File: config.mk
export PLATFORM = sky130hd
export DESIGN_NAME = df_activity_monitor
export DESIGN_NICKNAME = d
export VERILOG_FILES = /design/src/rtl/df_mon_pkg.sv /design/src/rtl/sat_counter.sv /design/src/rtl/df_activity_monitor.sv
export SDC_FILE = /design/constraint.sdc
export NUM_CORES = 2
export LEC_CHECK = 0
export ABC_AREA = 1
export CORE_UTILIZATION = 35
export CTS_CLUSTER_DIAMETER = 120
export DETAILED_ROUTE_END_ITERATION = 10
export DONT_BUFFER_PORTS = 1
export PLACE_DENSITY = 0.52
export SYNTH_ARGS = -nofsm -noshare
export SYNTH_HDL_FRONTEND = slang
export SYNTH_SLANG_ARGS = --single-unit
File: constraint.sdc
create_clock -name clock -period 13.65 [get_ports clock]
set_input_delay 3.4125 -clock clock [delete_from_list [all_inputs] [get_ports clock]]
set_output_delay 3.4125 -clock clock [all_outputs]
set_load 0.03 [all_outputs]
File: src/rtl/df_mon_pkg.sv
// Shared definitions for the dataflow activity monitor.
//   proc_state_e        : per-process tracking state (IDLE, ACTIVE, DONE_WAIT)
//   FIFO/PROC/MOD_WORDS : number of readout words per tracked object
//   proc_base/mod_base/cycle_addr : readout word bases derived from NF/NP/NM
package df_mon_pkg;

    typedef enum logic [1:0] {
        IDLE      = 2'd0,
        ACTIVE    = 2'd1,
        DONE_WAIT = 2'd2
    } proc_state_e;

    localparam int FIFO_WORDS = 4;
    localparam int PROC_WORDS = 4;
    localparam int MOD_WORDS  = 2;

    function automatic int proc_base(input int nf);
        return nf * FIFO_WORDS;
    endfunction

    function automatic int mod_base(input int nf, input int np);
        return nf * FIFO_WORDS + np * PROC_WORDS;
    endfunction

    function automatic int cycle_addr(input int nf, input int np, input int nm);
        return mod_base(nf, np) + nm * MOD_WORDS;
    endfunction

endpackage

File: src/rtl/sat_counter.sv
// Saturating event counter.
//   clock : rising-edge clock
//   reset : asynchronous active-low reset, clears q
//   inc   : count one event this cycle
//   hold  : freeze the counter (overrides inc)
//   q     : current count, sticks at all-ones
module sat_counter #(
    parameter int CW = 32
) (
    input  logic          clock,
    input  logic          reset,
    input  logic          inc,
    input  logic          hold,
    output logic [CW-1:0] q
);

    logic [CW-1:0] q_reg;

    always_ff @(posedge clock or negedge reset) begin
        if (!reset) begin
            q_reg <= '0;
        end else if (inc && !hold && (q_reg != '1)) begin
            q_reg <= q_reg + CW'(1);
        end
    end

    assign q = q_reg;

endmodule

File: src/rtl/df_activity_monitor.sv
// Activity monitor for an HLS dataflow region. Taps the FIFO, process and
// sub-module handshakes and keeps occupancy, blocking, stall and busy
// statistics, readable through a registered word-addressed port.
//   clock, reset            : clock and asynchronous active-low reset
//   finish                  : end of run; statistics freeze from the next cycle
//   fifo_*                  : per-channel push/pop strobes and blocked flags
//   proc_*                  : per-process handshakes and stall flags
//   mod_*                   : per-module handshakes
//   rd_addr / rd_data       : word select and registered read data (1-cycle latency)
//   frozen                  : statistics frozen
//   proc_state              : 2-bit state code per process
//   mod_busy                : busy flag per module
module df_activity_monitor
    import df_mon_pkg::*;
#(
    parameter int NF = 6,
    parameter int NP = 3,
    parameter int NM = 3,
    parameter int CW = 32,
    parameter int AW = 6
) (
    input  logic            clock,
    input  logic            reset,
    input  logic            finish,
    input  logic [NF-1:0]   fifo_rd_en,
    input  logic [NF-1:0]   fifo_wr_en,
    input  logic [NF-1:0]   fifo_rd_block,
    input  logic [NF-1:0]   fifo_wr_block,
    input  logic [NP-1:0]   proc_ap_start,
    input  logic [NP-1:0]   proc_ap_ready,
    input  logic [NP-1:0]   proc_ap_done,
    input  logic [NP-1:0]   proc_ap_continue,
    input  logic [NP-1:0]   proc_real_start,
    input  logic [NP-1:0]   proc_pin_stall,
    input  logic [NP-1:0]   proc_pout_stall,
    input  logic [NM-1:0]   mod_ap_start,
    input  logic [NM-1:0]   mod_ap_ready,
    input  logic [NM-1:0]   mod_ap_done,
    input  logic [NM-1:0]   mod_ap_continue,
    input  logic [AW-1:0]   rd_addr,
    output logic [CW-1:0]   rd_data,
    output logic            frozen,
    output logic [2*NP-1:0] proc_state,
    output logic [NM-1:0]   mod_busy
);

    localparam int PROC_BASE = proc_base(NF);
    localparam int MOD_BASE  = mod_base(NF, NP);
    localparam int CYC_ADDR  = cycle_addr(NF, NP, NM);
    localparam int NW        = CYC_ADDR + 1;

    logic          frozen_reg;
    logic [CW-1:0] words [NW];
    logic [CW-1:0] rd_data_reg, rd_data_next;

    // Process tracking keys off real_start rather than ap_start, and ap_ready
    // carries no information the statistics need; kept on the port list so
    // the monitor taps the full handshake bundle.
    logic unused_handshakes;
    assign unused_handshakes = ^{proc_ap_start, proc_ap_ready, mod_ap_ready};

    // Freeze takes effect one cycle after finish, so events in the finish
    // cycle itself are still counted.
    always_ff @(posedge clock or negedge reset) begin
        if (!reset) begin
            frozen_reg <= 1'b0;
        end else if (finish) begin
            frozen_reg <= 1'b1;
        end
    end

    sat_counter #(.CW(CW)) u_cycle_count (
        .clock(clock), .reset(reset), .inc(1'b1), .hold(frozen_reg), .q(words[CYC_ADDR])
    );

    genvar gi;

    // FIFO trackers
    for (gi = 0; gi < NF; gi++) begin : g_fifo
        logic [CW-1:0] depth_reg, depth_next, max_reg;

        always_comb begin
            depth_next = depth_reg;
            if (fifo_wr_en[gi] && !fifo_rd_en[gi]) begin
                if (depth_reg != '1) depth_next = depth_reg + CW'(1);
            end else if (fifo_rd_en[gi] && !fifo_wr_en[gi]) begin
                // A pop seen at zero depth is clamped rather than wrapping.
                if (depth_reg != '0) depth_next = depth_reg - CW'(1);
            end
        end

        always_ff @(posedge clock or negedge reset) begin
            if (!reset) begin
                depth_reg <= '0;
                max_reg   <= '0;
            end else if (!frozen_reg) begin
                depth_reg <= depth_next;
                if (depth_next > max_reg) max_reg <= depth_next;
            end
        end

        sat_counter #(.CW(CW)) u_rd_block (
            .clock(clock), .reset(reset), .inc(fifo_rd_block[gi]), .hold(frozen_reg),
            .q(words[FIFO_WORDS*gi + 2])
        );
        sat_counter #(.CW(CW)) u_wr_block (
            .clock(clock), .reset(reset), .inc(fifo_wr_block[gi]), .hold(frozen_reg),
            .q(words[FIFO_WORDS*gi + 3])
        );

        assign words[FIFO_WORDS*gi + 0] = depth_reg;
        assign words[FIFO_WORDS*gi + 1] = max_reg;
    end

    // Dataflow process trackers
    for (gi = 0; gi < NP; gi++) begin : g_proc
        proc_state_e state_reg, state_next;
        logic        iter_inc;
        logic        is_active;

        always_comb begin
            state_next = state_reg;
            iter_inc   = 1'b0;
            case (state_reg)
                IDLE: begin
                    if (proc_real_start[gi]) state_next = ACTIVE;
                end
                ACTIVE: begin
                    if (proc_ap_done[gi]) begin
                        if (proc_ap_continue[gi]) begin
                            iter_inc   = 1'b1;
                            state_next = proc_real_start[gi] ? ACTIVE : IDLE;
                        end else begin
                            state_next = DONE_WAIT;
                        end
                    end
                end
                DONE_WAIT: begin
                    // Iteration completes only once the consumer lets it go.
                    if (proc_ap_continue[gi]) begin
                        iter_inc   = 1'b1;
                        state_next = proc_real_start[gi] ? ACTIVE : IDLE;
                    end
                end
                default: state_next = IDLE;
            endcase
        end

        always_ff @(posedge clock or negedge reset) begin
            if (!reset) begin
                state_reg <= IDLE;
            end else if (!frozen_reg) begin
                state_reg <= state_next;
            end
        end

        assign is_active = (state_reg == ACTIVE);

        sat_counter #(.CW(CW)) u_iter (
            .clock(clock), .reset(reset), .inc(iter_inc), .hold(frozen_reg),
            .q(words[PROC_BASE + PROC_WORDS*gi + 0])
        );
        sat_counter #(.CW(CW)) u_active (
            .clock(clock), .reset(reset), .inc(is_active), .hold(frozen_reg),
            .q(words[PROC_BASE + PROC_WORDS*gi + 1])
        );
        sat_counter #(.CW(CW)) u_in_stall (
            .clock(clock), .reset(reset), .inc(is_active && proc_pin_stall[gi]), .hold(frozen_reg),
            .q(words[PROC_BASE + PROC_WORDS*gi + 2])
        );
        sat_counter #(.CW(CW)) u_out_stall (
            .clock(clock), .reset(reset), .inc(is_active && proc_pout_stall[gi]), .hold(frozen_reg),
            .q(words[PROC_BASE + PROC_WORDS*gi + 3])
        );

        assign proc_state[2*gi +: 2] = state_reg;
    end

    // Non-dataflow module trackers
    for (gi = 0; gi < NM; gi++) begin : g_mod
        logic busy_reg, busy_next;
        logic call_done;

        assign call_done = mod_ap_done[gi] && mod_ap_continue[gi];

        // While busy, a back-to-back start in the completing cycle keeps the
        // module busy for the next call.
        always_comb begin
            busy_next = busy_reg ? (!call_done || mod_ap_start[gi]) : mod_ap_start[gi];
        end

        always_ff @(posedge clock or negedge reset) begin
            if (!reset) begin
                busy_reg <= 1'b0;
            end else if (!frozen_reg) begin
                busy_reg <= busy_next;
            end
        end

        sat_counter #(.CW(CW)) u_calls (
            .clock(clock), .reset(reset), .inc(call_done), .hold(frozen_reg),
            .q(words[MOD_BASE + MOD_WORDS*gi + 0])
        );
        sat_counter #(.CW(CW)) u_busy_cycles (
            .clock(clock), .reset(reset), .inc(busy_reg), .hold(frozen_reg),
            .q(words[MOD_BASE + MOD_WORDS*gi + 1])
        );

        assign mod_busy[gi] = busy_reg;
    end

    // Readout mux; addresses past the cycle counter fall through to zero.
    always_comb begin
        rd_data_next = '0;
        for (int i = 0; i < NW; i++) begin
            if (rd_addr == AW'(i)) rd_data_next = words[i];
        end
    end

    always_ff @(posedge clock or negedge reset) begin
        if (!reset) begin
            rd_data_reg <= '0;
        end else begin
            rd_data_reg <= rd_data_next;
        end
    end

    assign rd_data = rd_data_reg;
    assign frozen  = frozen_reg;

endmodule

## Word level (Yosys, flattened, before mapping)

Cells that the tools add are included.

| storage, ports and cells | value |
|---|---|
| input port bits | 66 |
| output and inout port bits | 42 |
| word-level logic and storage cells | 412 |
| register bits | 1418 |

| operators by class | value |
|---|---|
| add/subtract/negate cells | 43 |
| mux-type cells | 97 |
| bitwise operators | 1 |
| reduce and logical (&&, ||, !) cells | 120 |
| magnitude comparators | 6 |
| equal/unequal tests | 94 |

Operator list:

| kind | count |
|---|---|
| 32-bit 2-to-1 mux | 67 |
| 32-bit by 1-bit adder with 32-bit output (second input constant) | 37 |
| 32-bit != test (second input constant) | 37 |
| 32-bit > comparator | 6 |
| 32-bit nonzero test | 6 |
| 32-bit by 1-bit subtractor with 32-bit output (second input constant) | 6 |
| 6-bit by 5-bit equality test with 1-bit output (second input constant) | 16 |
| 1-bit logical AND | 82 |
| 6-bit equality test (second input constant) | 11 |
| 6-bit by 4-bit equality test with 1-bit output (second input constant) | 8 |
| 6-bit by 3-bit equality test with 1-bit output (second input constant) | 4 |
| 2-bit 2-to-1 mux | 12 |
| 2-bit != test (second input constant) | 9 |
| 2-bit one-hot mux with 3 select lines | 3 |
| 1-bit logical NOT | 16 |
| 6-bit by 2-bit equality test with 1-bit output (second input constant) | 2 |
| 1-bit 2-to-1 mux | 12 |
| 2-bit AND reduction | 6 |
| 4-bit AND reduction | 3 |
| 2-bit by 1-bit equality test with 1-bit output (second input constant) | 3 |
| 2-bit equality test (second input constant) | 3 |
| 6-bit by 1-bit equality test with 1-bit output (second input constant) | 1 |
| 2-bit logical NOT | 3 |
| 6-bit logical NOT | 1 |
| other kinds (3) | 7 |

## Depth between registers and ports, before layout

| logic depth | value |
|---|---|
| word-level depth | 44 |
| mapped depth | 35 |
| mapped depth without buffers | 34 |

## Modules after synthesis

Synthesis repeated with hierarchy kept, for this count alone.

| second synthesis, totals | value |
|---|---|
| cells, all modules | 15983 |
| area, all modules | 104026.0 µm² |

By module, submodules not included:

| module | cells an instance | seq. area each (µm²) | times used | area each (µm²) |
|---|---|---|---|---|
| sat_counter (g_fifo[0].u_rd_block ...) | 313 | 800.8 | 30 | 2098.3 |
| df_activity_monitor | 6284 | 10660.2 | 1 | 38903.6 |
| sat_counter (u_cycle_count) | 309 | 800.8 | 1 | 2174.6 |

## Worst setup path before layout

OpenSTA, ideal clock, no wires.

| timing | value |
|---|---|
| path kind | input to register |
| start | in fifo_wr_en[5] |
| end | reg g_fifo[5].max_reg[13] |
| buffers on the path | 1 |
| setup time | 0.083 ns |
| arrival time | 6.923 ns |
| data required time | 13.567 ns |
| stages | 22 |
| setup slack | 6.645 ns |
| cells stage by stage | inv_1 -> nand3_1 -> nor2_1 -> nand2_1 -> or4_1 -> nor3_1 -> nand3_1 -> or2_1 -> nand2_1 -> nand3_1 -> xor2_1 -> ha_1 -> nand2_1 -> or4_1 -> nor4_1 -> nand2_1 -> nand3b_1 -> nand3_1 -> inv_1 -> buf_1 -> nand2_1 -> o21ai_0 |

| between the ends | value |
|---|---|
| longest elaborated chain between the ends | 6 |
| elaborated cells between the ends (all ways) | 7 |
| classes of those cells | order compare: 1; mux: 2; reduce/logical: 4 |

Ends and longest elaborated chain:

| what | line | source |
|---|---|---|
| start: declaration | df_activity_monitor.sv:26 | `input logic [NF-1:0] fifo_wr_en,` |
| 1-bit logical NOT | df_activity_monitor.sv:86 | `end else if (fifo_rd_en[gi] && !fifo_wr_en[gi]) begin` |
| 1-bit logical AND | df_activity_monitor.sv:86 |  |
| 32-bit 2-to-1 mux | df_activity_monitor.sv:86 |  |
| 32-bit 2-to-1 mux (*) | df_activity_monitor.sv:84 | `if (fifo_wr_en[gi] && !fifo_rd_en[gi]) begin` |
| via g_fifo[5].depth_next[31] | df_activity_monitor.sv:80 | `logic [CW-1:0] depth_reg, depth_next, max_reg;` |
| 32-bit > comparator (*) | df_activity_monitor.sv:98 | `if (depth_next > max_reg) max_reg <= depth_next;` |
| 2-bit AND reduction (no line) (*) | - |  |
| end signal: assignment | df_activity_monitor.sv:98 |  |
| end: declaration | df_activity_monitor.sv:80 |  |

Mark *: on every way through the listed nets, which the timed path passes. The rest lies on a longest branch.
A chain may end at the register's enable or synchronous reset.

## Final worst setup path

| timing | value |
|---|---|
| start | in rd_addr[5] |
| end | reg rd_data_reg[2] (netlist: rd_data[2]) |

| between the ends | value |
|---|---|
| longest elaborated chain between the ends | 44 |
| elaborated cells between the ends (all ways) | 86 |
| classes of those cells | eq/ne: 42; mux: 43; reduce/logical: 1 |

Ends and longest elaborated chain:

| what | line | source |
|---|---|---|
| start: declaration | df_activity_monitor.sv:40 | `input logic [AW-1:0] rd_addr,` |
| 6-bit logical NOT | df_activity_monitor.sv:216 | `if (rd_addr == AW'(i)) rd_data_next = words[i];` |
| 32-bit 2-to-1 mux (42 in a row) | df_activity_monitor.sv:216 |  |
| 32-bit 2-to-1 mux (*) | df_activity_monitor.sv:216 |  |
| via rd_data_next[2] | df_activity_monitor.sv:54 | `logic [CW-1:0] rd_data_reg, rd_data_next;` |
| end signal: assignment | df_activity_monitor.sv:224 | `rd_data_reg <= rd_data_next;` |
| end: declaration | df_activity_monitor.sv:54 |  |

Marks and branches as above.

==> impl_metrics.csv <==
group,metric,value,unit
finish,finalNonFillerCells,14300,
finish,final_net_count,11300,
status,outcome,"finished, final reports clean",
worst_setup_path,cp_slowest_stage_delay,0.43,ns
clock_tree,clk_pin_slew_worst_paths,0.06,ns
yosys,ys_top_cells_by_count,"nand2_1, dfrtp_1, inv_1",
routing,via_per_inst,5.08,
sta,finClkSkew,0.0488,ns
sta,slew_viol_final,0,
pwr,p_leak,44.0,nW
worst_setup_path,startpoint_type,"input port",
yosys,synthFlopType,"dfrtp_1",
hold_path,min_from,"g_proc[2].u_active.q[31]$_DFFE_PN0P_",
sta,setup_viol,0,
worst_setup_path,r2r_end,"g_fifo[0].max_reg[31]$_DFFE_PN0P_",
worst_setup_path,cp.arrival,9.59,ns
yosys,async_reset_ff_frac,1.00,
finish,fillCellCount,24700,
pwr,p_per_area,116,nW/um^2
clock_tree,hold_buffers,0,
sta,fmax,0.113,GHz
worst_setup_path,crit_type,"input port to register",
placement,gp_congestion,0.921,
global_route,grt_pass1_vias,70400,
clock_tree,cts_resized,0,
clock_tree,clk_path_buf_depth,3,
routing,dr.first_iter.drc_count,6217,
sta,min_period,8.88,ns
routing,drt-total-wl,271000,um
die,fp.dieArea,243000,um^2
global_route,grt_max_degree,265,
routing,via_count,72700,
routing,drc,0,
clock_tree,cts_buffers,171,
worst_setup_path,endpoint_kind,"register",
pwr,ir_drop,0.000130,V
die,chipHeight,493,um
yosys,synth_top_cell_by_area,"dfrtp_1",
finish,design_area,94000,um^2
worst_setup_path,path_common_cell,"nor2_1",
sta,slew_headroom,0.153,
worst_setup_path,cp_num_buf_inv,4,
yosys,synth_area,84500,um^2
global_route,gr-usage-all-layers,0.221,
routing,wire_per_inst,18.9,um
routing,drt-pass1-iter-count,6,
placement,io_buffer_count,0,
global_route,grt_pass1_wl,419000,um
yosys,yosys.area.top_type_share,0.420,
die,die_x,493,um
worst_setup_path,r2r_slack,6.91,ns
die,core,240000,um^2
yosys,ys_seq_elements,1418,
yosys,syn-instance-count,11000,
placement,place_hpwl,207000,um
finish,layout-drive-gt1-share,0.0484,
yosys,synth_warnings,0,
run,maxCapViolations,0,
hold_path,hold_depth,1,
sta,post-route-period-util,0.651,
yosys,yosysUniqueCellTypes,74,
global_route,antenna_found_initial,7,
global_route,grt_overflow,0,
routing,ant_nets,0,
sta,holdWs,0.466,ns
yosys,ys_top_cells_by_area,"dfrtp_1, nand2_1, xor2_1",
yosys,synth_most_common_cell,"nand2_1",
yosys,postSynthAreaPerCell,7.66,um^2
worst_setup_path,cp_top_family,"simple AND/OR/NAND/NOR gates",
worst_setup_path,cpMaxStageDelayCell,"inv_2",
yosys,synth_seq_area_share,0.420,
die,io_pins,108,
clock_tree,cts_num_sinks,1418,
sta,worst_slew_pin_slew,1.27,ns
sta,rsz0062_at_grt,"no",
clock_tree,cts_tree,"done",
hold_path,min_to,"g_proc[2].u_active.q[31]$_DFFE_PN0P_",
sta,hold_violations,0,
hold_path,hp-class,"register to register",
die,core.rowCount,180,
placement,placed_cells,14000,
sta,fin_setup_tns,0,ns
yosys,synth_edf_count,0,
clock_tree,cts_root_buf,"clkbuf_16",
placement,postPlaceCellArea,88100,um^2
worst_setup_path,required,14.36,ns
die,initial_utilization,0.352,
yosys,syn-num-nets,11400,
worst_setup_path,path_max_fanout,23,
worst_setup_path,r2r_start,"g_fifo[0].depth_reg[0]$_DFFE_PN0N_",
clock_tree,postCtsSetupRepairBufs,0,
worst_setup_path,worstRegToRegCells,28,
clock_tree,htree_levels,4,
clock_tree,clock_latency,0.84,ns
finish,areaGrowthSynthToFinish,11.3,%
-- worst reg2reg max path, delay by kind of cell, from the launching register on --
family | cells | cell delay [ns]
flip-flops | 1 | 0.42
AO/OA/AOI/OAI | 2 | 0.45
XOR/XNOR | 1 | 0.27
AND/OR/NAND/NOR | 19 | 3.76
buffers and inverters | 4 | 1.31
adder cells (fa/ha/maj) | 2 | 0.39
-- worst max-delay path by stage --
stage,startpoint,endpoint,slack (ns),depth (start not counted)
finish,rd_addr[5],rd_data[2]$_DFF_PN0_,4.77,27
global placement,rd_addr[5],rd_data[2]$_DFF_PN0_,3.89,27
detailed placement,rd_addr[5],rd_data[2]$_DFF_PN0_,3.88,27
global route,rd_addr[5],rd_data[2]$_DFF_PN0_,4.63,27
CTS,rd_addr[5],rd_data[2]$_DFF_PN0_,4.78,27
floorplan,fifo_wr_en[5],g_fifo[5].max_reg[13]$_DFFE_PN0P_,6.64,22
-- layout by cell type, fill, tap and decap left out, types with 9 or more instances in the layout --
| cell type | synthesis | routed |
|---|---|---|
| nand2_1 | 2732 | 2732 |
| dfrtp_1 | 1418 | 1417 |
| inv_1 | 1408 | 1408 |
| nor2_1 | 1178 | 1148 |
| xor2_1 | 882 | 882 |
| nand4_1 | 500 | 500 |
| o21ai_0 | 498 | 498 |
| nand3_1 | 472 | 472 |
| nor3_1 | 390 | 388 |
| a21oi_1 | 287 | 287 |
| ha_1 | 248 | 248 |
| clkbuf_16 | 0 | 175 |
| nor4_1 | 169 | 169 |
| xnor2_1 | 165 | 165 |
| buf_4 | 4 | 57 |
| nor2_2 | 24 | 53 |
| clkbuf_8 | 0 | 44 |
| o22ai_1 | 40 | 40 |
| clkbuf_1 | 234 | 31 |
| or2_2 | 30 | 30 |
| clkinv_2 | 0 | 26 |
| nor3_2 | 20 | 22 |
| a31oi_1 | 19 | 19 |
| inv_2 | 18 | 17 |
| nand3_2 | 17 | 17 |
| o32ai_1 | 16 | 16 |
| nor3b_1 | 15 | 15 |
| nand3b_1 | 13 | 13 |
| bufinv_16 | 0 | 12 |
| o31ai_1 | 11 | 11 |
| mux2_2 | 11 | 11 |
| o41ai_1 | 10 | 10 |
| a211oi_1 | 10 | 10 |
| o211ai_1 | 9 | 9 |
| or4_1 | 9 | 9 |
| buf_16 | 0 | 9 |
-- layer usage --
metal  vias to the layer above  wire length, um  global-route usage  share of wire
met1                     35100           127000               0.313           0.47
li1                      35600                -                   -              -
met3                       299            14700              0.0338          0.054
met5                         -               73                   0        0.00027
met2                      1677           123000               0.352           0.46
met4                        12             5640              0.0516          0.021
-- through the flow --
step / worst slack (ns) / total power [mW] / util
floorplan: 6.64 / 5.62 / -
global placement: 3.89 / 6.21 / 0.367
detailed placement: 3.88 / 6.24 / 0.367
CTS: 4.78 / 11.1 / 0.391
global route: 4.63 / 11.4 / 0.391
finish: 4.77 / 10.9 / 0.391
-- power breakdown --
part	leakage (nW)	total (mW)	switching, mW	internal, mW
Clock	2.87	4.75	1.93	2.82
Sequential	17.3	4.77	0.325	4.44
Combinational	23.9	1.41	0.973	0.432
Total	44.0	10.9	3.23	7.69
-- kinds of logic (layout without fill, tap and decap cells) --
family / count (synthesis) / count (layout) / synth area share
DFF: 1418 / 1418 / 0.420
xor gates and xnor gates: 1047 / 1047 / 0.108
adders and majority gates: 248 / 248 / 0.0367
buffers and inverters: 1714 / 1804 / 0.0766
muxes: 12 / 12 / 0.00158
other: 0 / 2 / 0
AOI/OAI and AO/OA: 974 / 974 / 0.0637
and+or+nand+nor: 5623 / 5623 / 0.293
-- layout make-up --
type / count / area, um^2 / share of cell area
flip-flops and latches: 1418 / 35500 / 0.377
clock inverters: 55 / 724 / 0.00770
inverters: 1432 / 5380 / 0.0572
diodes: 2 / 5.00 / 0.0000532
clock buffers: 250 / 5100 / 0.0542
well taps: 3185 / 3990 / 0.0424
multi-input cells: 7904 / 42700 / 0.454
repair buffers: 67 / 696 / 0.00740
Power figures use the tool's default switching activity.
